[config.mk]
export PLATFORM = sky130hd
export DESIGN_NAME = logic_op_pipe
export DESIGN_NICKNAME = d
export VERILOG_FILES = /design/src/rtl/logic_op_pkg.sv /design/src/rtl/logic_op_fifo.sv /design/src/rtl/logic_op_pipe.sv
export SDC_FILE = /design/constraint.sdc
export NUM_CORES = 1
export LEC_CHECK = 0
export ABC_CLOCK_PERIOD_IN_PS = 2700
export BUFFER_PORTS_ARGS = -buffer_cell sky130_fd_sc_hd__buf_2
export CORE_ASPECT_RATIO = 0.9
export CORE_MARGIN = 8
export CORE_UTILIZATION = 40
export DETAILED_ROUTE_END_ITERATION = 10
export PLACE_DENSITY_LB_ADDON = 0.08
export SLEW_MARGIN = 20
export SYNTH_ARGS = -nofsm -noshare
export SYNTH_HDL_FRONTEND = slang
export SYNTH_HIERARCHICAL = 1
export SYNTH_SLANG_ARGS = --single-unit
[constraint.sdc]
create_clock -name clk -period 2.7 [get_ports clk]
set_input_delay 0.135 -clock clk [delete_from_list [all_inputs] [get_ports clk]]
set_output_delay 0.135 -clock clk [all_outputs]
set_load 0.02 [all_outputs]
[src/rtl/logic_op_pkg.sv]
// -----------------------------------------------------------------------------
// logic_op_pkg
//   Shared definitions for the logic_op_pipe block.
//   - OP_* : 3-bit operation codes accepted on in_op.
//   - logic_op(a, b, op) : one-bit bitwise logic function. The top applies it
//     to every bit lane, so the unit works for any WIDTH without a width-fixed
//     helper.
// -----------------------------------------------------------------------------
package logic_op_pkg;

  localparam logic [2:0] OP_OR   = 3'd0;
  localparam logic [2:0] OP_AND  = 3'd1;
  localparam logic [2:0] OP_XOR  = 3'd2;
  localparam logic [2:0] OP_NOR  = 3'd3;
  localparam logic [2:0] OP_NAND = 3'd4;
  localparam logic [2:0] OP_XNOR = 3'd5;
  localparam logic [2:0] OP_PASA = 3'd6;
  localparam logic [2:0] OP_NOTA = 3'd7;

  // Per-bit logic operation; B is ignored for OP_PASA and OP_NOTA.
  function automatic logic logic_op(input logic a, input logic b, input logic [2:0] op);
    logic r;
    r = 1'b0;
    case (op)
      OP_OR:   r = a | b;
      OP_AND:  r = a & b;
      OP_XOR:  r = a ^ b;
      OP_NOR:  r = ~(a | b);
      OP_NAND: r = ~(a & b);
      OP_XNOR: r = ~(a ^ b);
      OP_PASA: r = a;
      OP_NOTA: r = ~a;
      default: r = 1'b0;
    endcase
    return r;
  endfunction

endpackage

[src/rtl/logic_op_fifo.sv]
// -----------------------------------------------------------------------------
// logic_op_fifo
//   Generic synchronous FIFO, WIDTH_E bits x DEPTH entries (DEPTH a power of
//   two, >= 2). Pointers wrap naturally from DEPTH-1 to 0.
// Ports
//   clk     in   clock, posedge
//   rst     in   synchronous active-high reset (pointers and count to 0)
//   push    in   write wr_data at tail (ignored when full)
//   pop     in   advance head (ignored when empty)
//   wr_data in   entry to write
//   rd_data out  entry at head, all zeros when empty
//   full    out  count == DEPTH
//   empty   out  count == 0
//   count   out  number of stored entries
// -----------------------------------------------------------------------------
module logic_op_fifo #(
  parameter int WIDTH_E = 10,
  parameter int DEPTH   = 2
) (
  input  logic                         clk,
  input  logic                         rst,
  input  logic                         push,
  input  logic                         pop,
  input  logic [WIDTH_E-1:0]           wr_data,
  output logic [WIDTH_E-1:0]           rd_data,
  output logic                         full,
  output logic                         empty,
  output logic [$clog2(DEPTH+1)-1:0]   count
);

  localparam int PW = $clog2(DEPTH);
  localparam int CW = $clog2(DEPTH+1);

  logic [WIDTH_E-1:0] mem_r [DEPTH];
  logic [PW-1:0]      wr_ptr_r;
  logic [PW-1:0]      rd_ptr_r;
  logic [CW-1:0]      count_r;
  logic               do_push_s;
  logic               do_pop_s;

  assign full      = (count_r == CW'(DEPTH));
  assign empty     = (count_r == {CW{1'b0}});
  assign count     = count_r;
  assign do_push_s = push & ~full;
  assign do_pop_s  = pop & ~empty;

  // Pointer and occupancy bookkeeping; push and pop together leave count unchanged.
  always_ff @(posedge clk) begin
    if (rst) begin
      wr_ptr_r <= {PW{1'b0}};
      rd_ptr_r <= {PW{1'b0}};
      count_r  <= {CW{1'b0}};
    end else begin
      if (do_push_s) begin
        wr_ptr_r <= wr_ptr_r + PW'(1);
      end
      if (do_pop_s) begin
        rd_ptr_r <= rd_ptr_r + PW'(1);
      end
      case ({do_push_s, do_pop_s})
        2'b10:   count_r <= count_r + CW'(1);
        2'b01:   count_r <= count_r - CW'(1);
        default: count_r <= count_r;
      endcase
    end
  end

  // Storage array; contents are only observable through rd_data while non-empty.
  always_ff @(posedge clk) begin
    if (do_push_s) begin
      mem_r[wr_ptr_r] <= wr_data;
    end
  end

  // Head read, forced to zero when empty so stale entries never leak out.
  always_comb begin
    rd_data = {WIDTH_E{1'b0}};
    if (empty) begin
      rd_data = {WIDTH_E{1'b0}};
    end else begin
      rd_data = mem_r[rd_ptr_r];
    end
  end

endmodule

[src/rtl/logic_op_pipe.sv]
// -----------------------------------------------------------------------------
// logic_op_pipe
//   WIDTH-bit bitwise logic unit with 8 ops (see logic_op_pkg), operand
//   valid/ready input and a DEPTH-entry result FIFO on the output. Each entry
//   holds the result plus its zero/ones flags (and parity when enabled).
//   Optional feature macro: LOGIC_OP_PARITY_EN adds the out_parity port and
//   stores the parity bit in each FIFO entry.
// Ports
//   clk, rst            clock; synchronous active-high reset
//   in_valid/in_ready   operand handshake; in_ready depends only on rst and
//                       the registered count (no path from out_ready)
//   in_a, in_b, in_op   operands and operation select
//   out_valid/out_ready result handshake; out_valid = FIFO non-empty
//   out_data            head result (0 when empty)
//   out_zero, out_ones  head result is all zeros / all ones
//   out_parity          XOR-reduce of head result (LOGIC_OP_PARITY_EN only)
// -----------------------------------------------------------------------------
module logic_op_pipe
  import logic_op_pkg::*;
#(
  parameter int WIDTH = 8,
  parameter int DEPTH = 2
) (
  input  logic             clk,
  input  logic             rst,
  input  logic             in_valid,
  output logic             in_ready,
  input  logic [WIDTH-1:0] in_a,
  input  logic [WIDTH-1:0] in_b,
  input  logic [2:0]       in_op,
  output logic             out_valid,
  input  logic             out_ready,
  output logic [WIDTH-1:0] out_data,
  output logic             out_zero,
`ifdef LOGIC_OP_PARITY_EN
  output logic             out_ones,
  output logic             out_parity
`else
  output logic             out_ones
`endif
);

`ifdef LOGIC_OP_PARITY_EN
  localparam int WIDTH_E = WIDTH + 3;
`else
  localparam int WIDTH_E = WIDTH + 2;
`endif
  localparam int CW = $clog2(DEPTH+1);

  logic [WIDTH-1:0]   res_s;
  logic               zero_s;
  logic               ones_s;
  logic [WIDTH_E-1:0] wr_data_s;
  logic [WIDTH_E-1:0] rd_data_s;
  logic               full_s;
  logic               empty_s;
  logic [CW-1:0]      count_s;
  logic               in_ready_s;
  logic               push_s;
  logic               pop_s;

  // Each result bit only depends on the matching operand bits.
  for (genvar i = 0; i < WIDTH; i++) begin : g_bit
    assign res_s[i] = logic_op(in_a[i], in_b[i], in_op);
  end

  assign zero_s = ~|res_s;
  assign ones_s = &res_s;

`ifdef LOGIC_OP_PARITY_EN
  function automatic logic parity_of(input logic [WIDTH-1:0] v);
    return ^v;
  endfunction

  assign wr_data_s  = {parity_of(res_s), ones_s, zero_s, res_s};
  assign out_parity = rd_data_s[WIDTH+2];
`else
  assign wr_data_s  = {ones_s, zero_s, res_s};
`endif

  // Ready is held low during reset and whenever the FIFO is full, so a pop in
  // the same cycle never opens a pass-through slot.
  assign in_ready_s = ~rst & (count_s != CW'(DEPTH));
  assign in_ready   = in_ready_s;
  assign push_s     = in_valid & in_ready_s & ~full_s;
  assign pop_s      = out_ready & ~empty_s;

  assign out_valid  = ~empty_s;
  assign out_data   = rd_data_s[WIDTH-1:0];
  assign out_zero   = rd_data_s[WIDTH];
  assign out_ones   = rd_data_s[WIDTH+1];

  logic_op_fifo #(
    .WIDTH_E (WIDTH_E),
    .DEPTH   (DEPTH)
  ) u_fifo (
    .clk     (clk),
    .rst     (rst),
    .push    (push_s),
    .pop     (pop_s),
    .wr_data (wr_data_s),
    .rd_data (rd_data_s),
    .full    (full_s),
    .empty   (empty_s),
    .count   (count_s)
  );

endmodule

==> metrics.txt, run 1 <==
critical path fanouts, max 12; antenna violations before repair 0; unrepaired setup endpoints after global routing no; Pre-Repair DR Iteration Count 4; status complete, no violations; post-place instance area approximately 2300 µm²; leak pwr ~1.0 nW; Vias roughly 1700; IO Port Bufs 34; total CTS buffers 3; critical path class flop to flop; normalized max-slew margin between 50% and 60%; Die X just over 90 µm; top post-synthesis cells by count inv_1 (24), nor2_1 (23), mux2i_1 (22); Startpoint Class flop; Seq/Total Area, Yosys about 34%; Yosys warnings 6; Core Region about 5100 µm²; number of antenna diodes 0; hold buffers post-CTS 0; Worst Tran Pin Value approximately 0.73 ns; I/O Pins 35; antenna-violating nets left 0; top cell type by total area after synthesis edfxtp_1; period utilisation layout between 80% and 90%; worst min path class primary input to flop; routed length per instance between 10 and 15 µm; Tot Pwr around 1.0 mW; Initial Util about two fifths; Max Fclk between 400 and 500 MHz; Layout Nets between 300 and 400; Gates resized, CTS repair 0; fin cells roughly 330; synth top area cells edfxtp_1 (29%), mux2i_1 (11%), ha_1 (10%), dfxtp_1 (4.8%), inv_1 (4.3%); Cell Area, Synth 2090 µm²; initial DRC count 32; post-synthesis register bit count 25; peak supply drop between 0.0002 and 0.00025 V; vias per inst 5.16; H-tree depth 1; setup TNS 0 ns; Slew Viols, Final 0; pin count of the biggest net entering global routing 26; DRT Wirelength 4.44 mm; Worst-path clk slew around 0.08 ns; HPWL after DPL 3.48 mm; total grt overflow 0; ys flop type edfxtp_1; buffer type at the clock tree root clkbuf_8; minimum clock period around 2.2 ns; final setup vio count 0; Syn Inst Count 231; post-route setup slack roughly 0.5 ns; area grow syn2layout 13.1%; critical path endpoint category flop; global-route wire length before repair approximately 7.6 mm; GRT Total Usage about 11%; Crit-path slowest cell nor2_1; final hold violations 0; CTS tree done; CP required roughly 2.9 ns; Final Cell Area between 2000 and 2500 µm²; cell with the most instances after synthesis inv_1; P per Cell Area 427 nW/µm²; ys async rst share 0%; syn nets about 270; syn avg cell area 9.03 µm²; share of cells above drive strength 1 18.3%; DRC violations left 0; worst-skew pair later-pin latency 0.26 ns; crit-path cells nor2_1 -> nor2b_1 -> o21ai_0 -> inv_1 -> ha_1 -> or3_1 -> a21oi_1; Synth top area share approximately 29%; Cell variety after synth 50; Critical Path AT around 2.4 ns; Post-Place Cells 325; CTS Buffer Depth 2; gpl congestion ~0.85; MaxCap Viol Count 0; vias in the first global route 1611; Clock Skew about 0.0036 ns; Post-CTS Setup Bufs 0; max incr delay on CP 0.59 ns; pre-CTS setup slack approximately 0.42 ns; Rows 25; Post-synth EDFFs 20; die height 84.5 µm; fillers 513; CTS Sinks 25; Die ar. 7790 µm²
==> layout by cell type (no fill, tap or decap), types with 2 or more instances in the layout <==
cell type,netlist,final
nor3_1,3,3
o211a_1,3,3
xnor2_1,6,6
nor4_1,3,3
nor2b_1,10,10
o21ai_0,10,10
a22oi_1,2,2
xor2_1,2,2
a21oi_1,8,8
buf_2,5,34
nor2_1,23,23
o31a_1,2,2
o22a_1,2,2
o21a_1,2,2
nand3_1,3,3
and3_1,2,2
dfxtp_1,5,5
o21ai_1,3,3
o22ai_1,2,2
nand2_1,13,13
inv_2,2,2
edfxtp_1,20,20
mux2i_1,22,22
a211oi_1,7,7
clkbuf_8,0,3
or3_1,2,2
buf_4,1,4
inv_1,24,24
ha_1,17,17
o32a_1,2,2
o211ai_1,2,2
==> cells by family (layout without fill, tap and decap cells) <==
| logic type | count (synthesis) | after routing | synth area share, % |
|---|---|---|---|
| mux | 23 | 23 | 11.1 |
| compound gates | 55 | 55 | 18.5 |
| buf+inv | 37 | 68 | 7.49 |
| flops | 25 | 25 | 33.6 |
| fa+ha+maj | 17 | 17 | 10.2 |
| simple gates | 66 | 66 | 15.8 |
| xor+xnor | 8 | 8 | 3.36 |
==> per-stage QoR <==
| stage | util [%] | hold WS, ns |
|---|---|---|
| final | 46.0 | 0.117 |
| after global routing | 46.0 | 0.130 |
| after CTS | 46.0 | 0.105 |
| after detailed placement | 45.1 | 0.391 |
| after global placement | 45.1 | 0.386 |
| after floorplan | - | 0.204 |
==> final timing paths <==
path / slack, ns / from / depth (start not counted) / end
setup reg to reg: 0.51 / u_fifo/count[1] / 7 / u_fifo/count[1]
hold reg to reg: 0.50 / u_fifo/wr_ptr_r / 2 / u_fifo/wr_ptr_r
setup / recovery: 0.51 / u_fifo/count[1] / 7 / u_fifo/count[1]
hold / removal: 0.12 / rst / 2 / u_fifo/wr_ptr_r
==> critical path: cells and delay by family (launching register included) <==
family / cells / cell delay [ns]
adders and majority gates: 1 / 0.33
and+or+nand+nor: 3 / 1.04
DFF: 1 / 0.37
AOI/OAI and AO/OA: 2 / 0.29
buffers and inverters: 1 / 0.08
==> sequential cells by signal (all words and copies together), names as in the netlist, named ones only <==
signal and cells:
u_fifo/wr_ptr_r 1, u_fifo/mem_r 20, u_fifo/count 2, u_fifo/rd_ptr_r 1
==> where the power goes <==
part	total (mW)	switching, mW	leakage (nW)	internal [mW]
clock	0.214	0.110	0.0217	0.104
sequential	0.459	0.0137	0.229	0.446
combinational	0.336	0.203	0.795	0.133
total	1.01	0.326	1.05	0.683
==> metal layers <==
metal / up-vias / GRT usage, % / part of all wire, %
met5: - / 0 / 0
met4: 0 / 3.65 / 0.81
met3: 2 / 1.96 / 4.6
met2: 33 / 18.8 / 47
met1: 775 / 14.7 / 48
li1: 889 / - / -
==> final cells by class <==
class	instances	area [µm²]	area share [%]
Sequential cell	25	701	29.7
Clock buffer	3	41.3	1.75
Clock inverter	1	7.51	0.318
Multi-Input combinational cell	169	1230	52.1
Tap cell	67	83.8	3.55
Inverter	26	97.6	4.13
Timing Repair Buffer	38	200	8.48
Note: power is estimated with default switching activity, not from simulation.
==> run 2: changes to the inputs <==
- ABC_CLOCK_PERIOD_IN_PS: 2700 -> 2200
- clock period: 2.7 -> 2.2 ns (I/O delays scaled with it)
==> run 2 against run 1 <==
  * Global-route usage decreased by 0.30 points
  * Power increased by 22%
  * Non-clock buffer count increased by 4
  * Critical endpoint is now u_fifo/mem_r[0][1]
==> metrics.txt, run 2 (synthesis gave the netlist of run 1 again) <==
antenna-violating nets left 0; hold buffers post-CTS 0; Worst Tran Pin Value between 0.5 and 0.6 ns; leak pwr 1.07 nW; Pre-Repair DR Iteration Count 4; minimum clock period between 1.5 and 2 ns; gpl congestion 0.833; routed wl met2 between 1.5 and 2 mm; total grt overflow 0; critical path fanouts, max 10; Rows 25; routed length per instance about 13 µm; Startpoint Class flop; WP buf/inv 3; vias in the first global route ~1500; post-place instance area approximately 2300 µm²; Worst-path clk slew roughly 0.080 ns; unrepaired setup endpoints after global routing no; max FFs per register 20; WL met1 2.16 mm; final setup vio count 0; Post-CTS Setup Bufs 0; H-tree depth 1; most common cell after layout, fill and taps aside buf_2; global-route wire length before repair between 7 and 8 mm; critical path class flop to flop; total CTS buffers 3; worst min path class primary input to flop; Most common cell on crit path inv_1; CP required about 2.1 ns; Core Region between 5000 and 6000 µm²; Gates resized, CTS repair 0; critical path endpoint category flop; Die X around 90 µm; Switching Fraction 31.5%; share of cells above drive strength 1 a little under a fifth; DR WL met3 approximately 210 µm; fin cells 333; setup TNS 0 ns; crit-path cells nand2b_2 -> inv_2 -> and3b_1 -> inv_1 -> or3_1 -> inv_1; worst-skew pair later-pin latency ~0.26 ns; Post-Place Cells roughly 330; I/O Pins 35; critical path's top delay family simple AND/OR/NAND/NOR gates; part of the power in the clock network ~20%; buffer type at the clock tree root clkbuf_8; antenna violations before repair 0; Initial Util 40.7%; Max Fclk a little over 500 MHz; Clock Skew between 0.002 and 0.0025 ns; Vias 1714; Die ar. roughly 7800 µm²; pin count of the biggest net entering global routing 25; largest register by flop count u_fifo/mem_r; MaxCap Viol Count 0; Tot Pwr between 1 and 1.5 mW; CTS Sinks 25; initial DRC count 32; Final Cell Area approximately 2400 µm²; HPWL after DPL 3.44 mm; P per Cell Area approximately 520 nW/µm²; CTS tree done; Gate power share 34.0%; die height about 85 µm; vias per inst 5.15; fillers roughly 520; DRC violations left 0; Seq pwr share 45.6%; peak supply drop around 0.00024 V; period utilisation layout roughly nine tenths; Slew Viols, Final 0; max incr delay on CP 0.44 ns; GRT Total Usage roughly 11%; IO Port Bufs 34; normalized max-slew margin between 60 and 70%; most frequent cells in the layout buf_2 (34), inv_1 (24), nor2_1 (23); CTS Buffer Depth 2; Internal approximately 850 µW; highest routed metal layer met4; Post-Route Utilization 46.5%; final hold violations 0; DRT Wirelength ~4.4 mm; number of antenna diodes 0; area grow syn2layout 14.4%; NetSw slightly below 400 µW; Crit-path slowest cell dfxtp_1; Critical Path AT between 1.5 and 2 ns; Layout Nets about 310; status complete, no violations
==> run 2: cell types whose count changed in the layout (fill, tap and decap cells not counted), sizes merged <==
cell | previous run | this run
clkbuf | 3 | 4
clkinvlp | 1 | 0
buf | 38 | 42
==> run 2: power groups by stage <==
stage                     combinational (mW)  clock, mW  sequential, mW
after floorplan                        0.302          0           0.568
after global placement                 0.420          0           0.575
after detailed placement               0.421          0           0.575
after CTS                              0.424      0.262           0.564
after global routing                   0.467      0.281           0.566
final                                  0.420      0.252           0.564
==> run 2: metal layers <==
layer  GRT usage, %  vias to the layer above
li1               -                      900
met1           14.9                      766
met2           17.1                       41
met3           1.69                        7
met4           4.97                        0
met5              0                        -
==> run 2: worst register-to-register path: cells and delay by family (launching register included) <==
family / cells / cell delay (ns)
AND/OR/NAND/NOR: 3 / 0.78
flip-flops: 1 / 0.44
buffers and inverters: 3 / 0.42
==> run 2: final timing paths <==
kind                        start                  to  slack, ns  depth (start not counted)
setup / recovery  u_fifo/count[0]  u_fifo/mem_r[0][1]       0.22                          6
hold / removal                rst     u_fifo/count[1]       0.09                          2
setup reg to reg  u_fifo/count[0]  u_fifo/mem_r[0][1]       0.22                          6
hold reg to reg   u_fifo/rd_ptr_r                flop       0.51                          2
==> run 2: per-stage QoR <==
stage	hold WS, ns	setup slack [ns]
5_1_grt	0.115	0.0933
4_1_cts	0.0843	0.226
3_5_place_dp	0.364	0.0669
6_report	0.0885	0.217
2_1_floorplan	0.179	0.142
3_3_place_gp	0.366	0.0639
==> run 2: area by class of cell <==
cell class	count	area (µm²)	area share, %
Inverter	26	97.6	4.09
Tap cell	67	83.8	3.51
Sequential cell	25	701	29.4
Clock buffer	4	45.0	1.89
Multi-Input combinational cell	169	1230	51.5
Timing Repair Buffer	42	230	9.64
==> run 3: changes to the inputs <==
- RECOVER_POWER: not set -> 50
==> run 3 against run 2 <==
  * Clock skew is essentially flat
  * Non-clock buffer count is the same
  * Count of clock-buffer cells in the layout unchanged
  * Sequential share of layout area rose by 0.20 points
  * Wire length up 0.37%
  * Setup slack about the same
  * Via count shrank 0.23%
  * Largest cell class unchanged
  * Highest routed layer unchanged
==> metrics.txt, run 3 (synthesis gave the netlist of run 1 again) <==
status complete, no violations; total grt overflow 0; post-route setup slack between 0.2 and 0.25 ns; die height between 80 and 90 µm; max incr delay on CP roughly 0.44 ns; number of antenna diodes 0; antenna-violating nets left 0; period utilisation layout approximately nine tenths; launch point of the worst reg-to-reg path u_fifo/count[0]; Most common cell on crit path inv_1; area grow syn2layout 13.6%; HPWL after DPL between 3 and 4 mm; largest register by flop count u_fifo/mem_r; Die X between 90 and 100 µm; pin count of the biggest net entering global routing 25; hold endpoint u_fifo/count[1]; I/O Pins 35; WP buf/inv 3; hold buffers post-CTS 0; global-route wire length before repair ~7.2 mm; post-place instance area about 2300 µm²; R2R Path End u_fifo/mem_r[0][1]; Slew Viols, Final 0; vias per inst ~5.1; Reg area 701 µm²; antenna violations before repair 0; Tot Pwr between 1 and 1.5 mW; unrepaired setup endpoints after global routing no; critical path's top delay family simple AND/OR/NAND/NOR gates; WHS Path Cells 2; CTS Buffer Depth 2; max FFs per register 20; Max Fclk 504 MHz; gpl congestion between 0.8 and 0.9; critical path endpoint category flop; Worst Tran Pin Value just under 0.6 ns; worst min path class primary input to flop; Critical Path AT between 1.5 and 2 ns; leak pwr 1.02 nW; crit-path cells nand2b_2 -> inv_2 -> and3b_1 -> inv_1 -> or3_1 -> inv_1; Initial Util a little over 40%; setup TNS 0 ns; most frequent cells in the layout inv_1 (24), buf_2 (24), nor2_1 (23); peak supply drop around 0.00024 V; Worst Min Path Start rst; DRT Wirelength 4.37 mm; pre-CTS setup slack approximately 0.067 ns; routed length per instance 13.1 µm; Pre-Repair DR Iteration Count 4; Core Region slightly above 5000 µm²; Startpoint Class flop; DRC violations left 0; initial DRC count 32; setup slack, reg-to-reg between 0.2 and 0.25 ns; Crit-path slowest cell dfxtp_1; R2R cell count 6; Gates resized, CTS repair 0; Rows 25; share of cells above drive strength 1 15.0%; Die ar. about 7800 µm²; Post-CTS Setup Bufs 0; Hold Slack slightly below 0.09 ns; CP required roughly 2.1 ns; fillers 524; minimum clock period about 2.0 ns; critical path class flop to flop; normalized max-slew margin approximately three fifths; vias in the first global route 1547; total CTS buffers 3; GRT Total Usage around 11%; buffer type at the clock tree root clkbuf_8; worst-skew pair later-pin latency 0.26 ns; CTS tree done; Clock Skew ~0.0026 ns; critical path fanouts, max 10; Layout Nets between 300 and 400; CTS Sinks 25; MaxCap Viol Count 0; IO Port Bufs 34; P per Cell Area 517 nW/µm²; final setup vio count 0; Worst-path clk slew about 0.080 ns; Vias ~1700; Final Cell Area ~2400 µm²; final hold violations 0; H-tree depth 1; area of the multi-input gates between 1000 and 1500 µm²
==> run 3: worst max-delay path by stage <==
stage,depth (start not counted),start,endpoint,slack [ns]
after floorplan,6,u_fifo/count[0],u_fifo/mem_r[0][0],0.14
after detailed placement,8,in_a[7],u_fifo/mem_r[1][9],0.07
after global routing,6,u_fifo/count[0],u_fifo/mem_r[0][3],0.09
after CTS,6,u_fifo/count[0],u_fifo/mem_r[0][6],0.23
after global placement,9,in_op[0],u_fifo/mem_r[1][8],0.06
final,6,u_fifo/count[0],u_fifo/mem_r[0][1],0.22
==> run 3: routing by layer <==
layer  global-route usage, %  wire length, µm  part of all wire [%]
met1                    14.9             2170                    50
met5                       0                0                     0
met4                    4.97               89                   2.0
met2                    17.1             1900                    43
met3                    1.69              209                   4.8
==> run 3: stage by stage <==
step	utilization, %	std cells
after global placement	45.7	329
after detailed placement	45.7	329
after floorplan	-	231
after CTS	46.5	333
after global routing	46.2	333
final	46.2	333
==> run 3: where the power goes <==
part | switching (mW) | internal [mW] | total, mW
sequential | 0.0163 | 0.547 | 0.564
combinational | 0.250 | 0.161 | 0.412
clock | 0.123 | 0.129 | 0.252
==> run 3: worst reg2reg max path, delay by kind of cell, from the launching register on <==
family	cells	cell delay [ns]
AND/OR/NAND/NOR	3	0.78
flip-flops	1	0.44
buffers and inverters	3	0.42
==> run 3: cell type report <==
cell class,count,share of cell area (%)
Multi-Input combinational cell,169,51.9
Timing Repair Buffer,42,9.02
Tap cell,67,3.54
Sequential cell,25,29.6
Inverter,26,4.12
Clock buffer,4,1.90
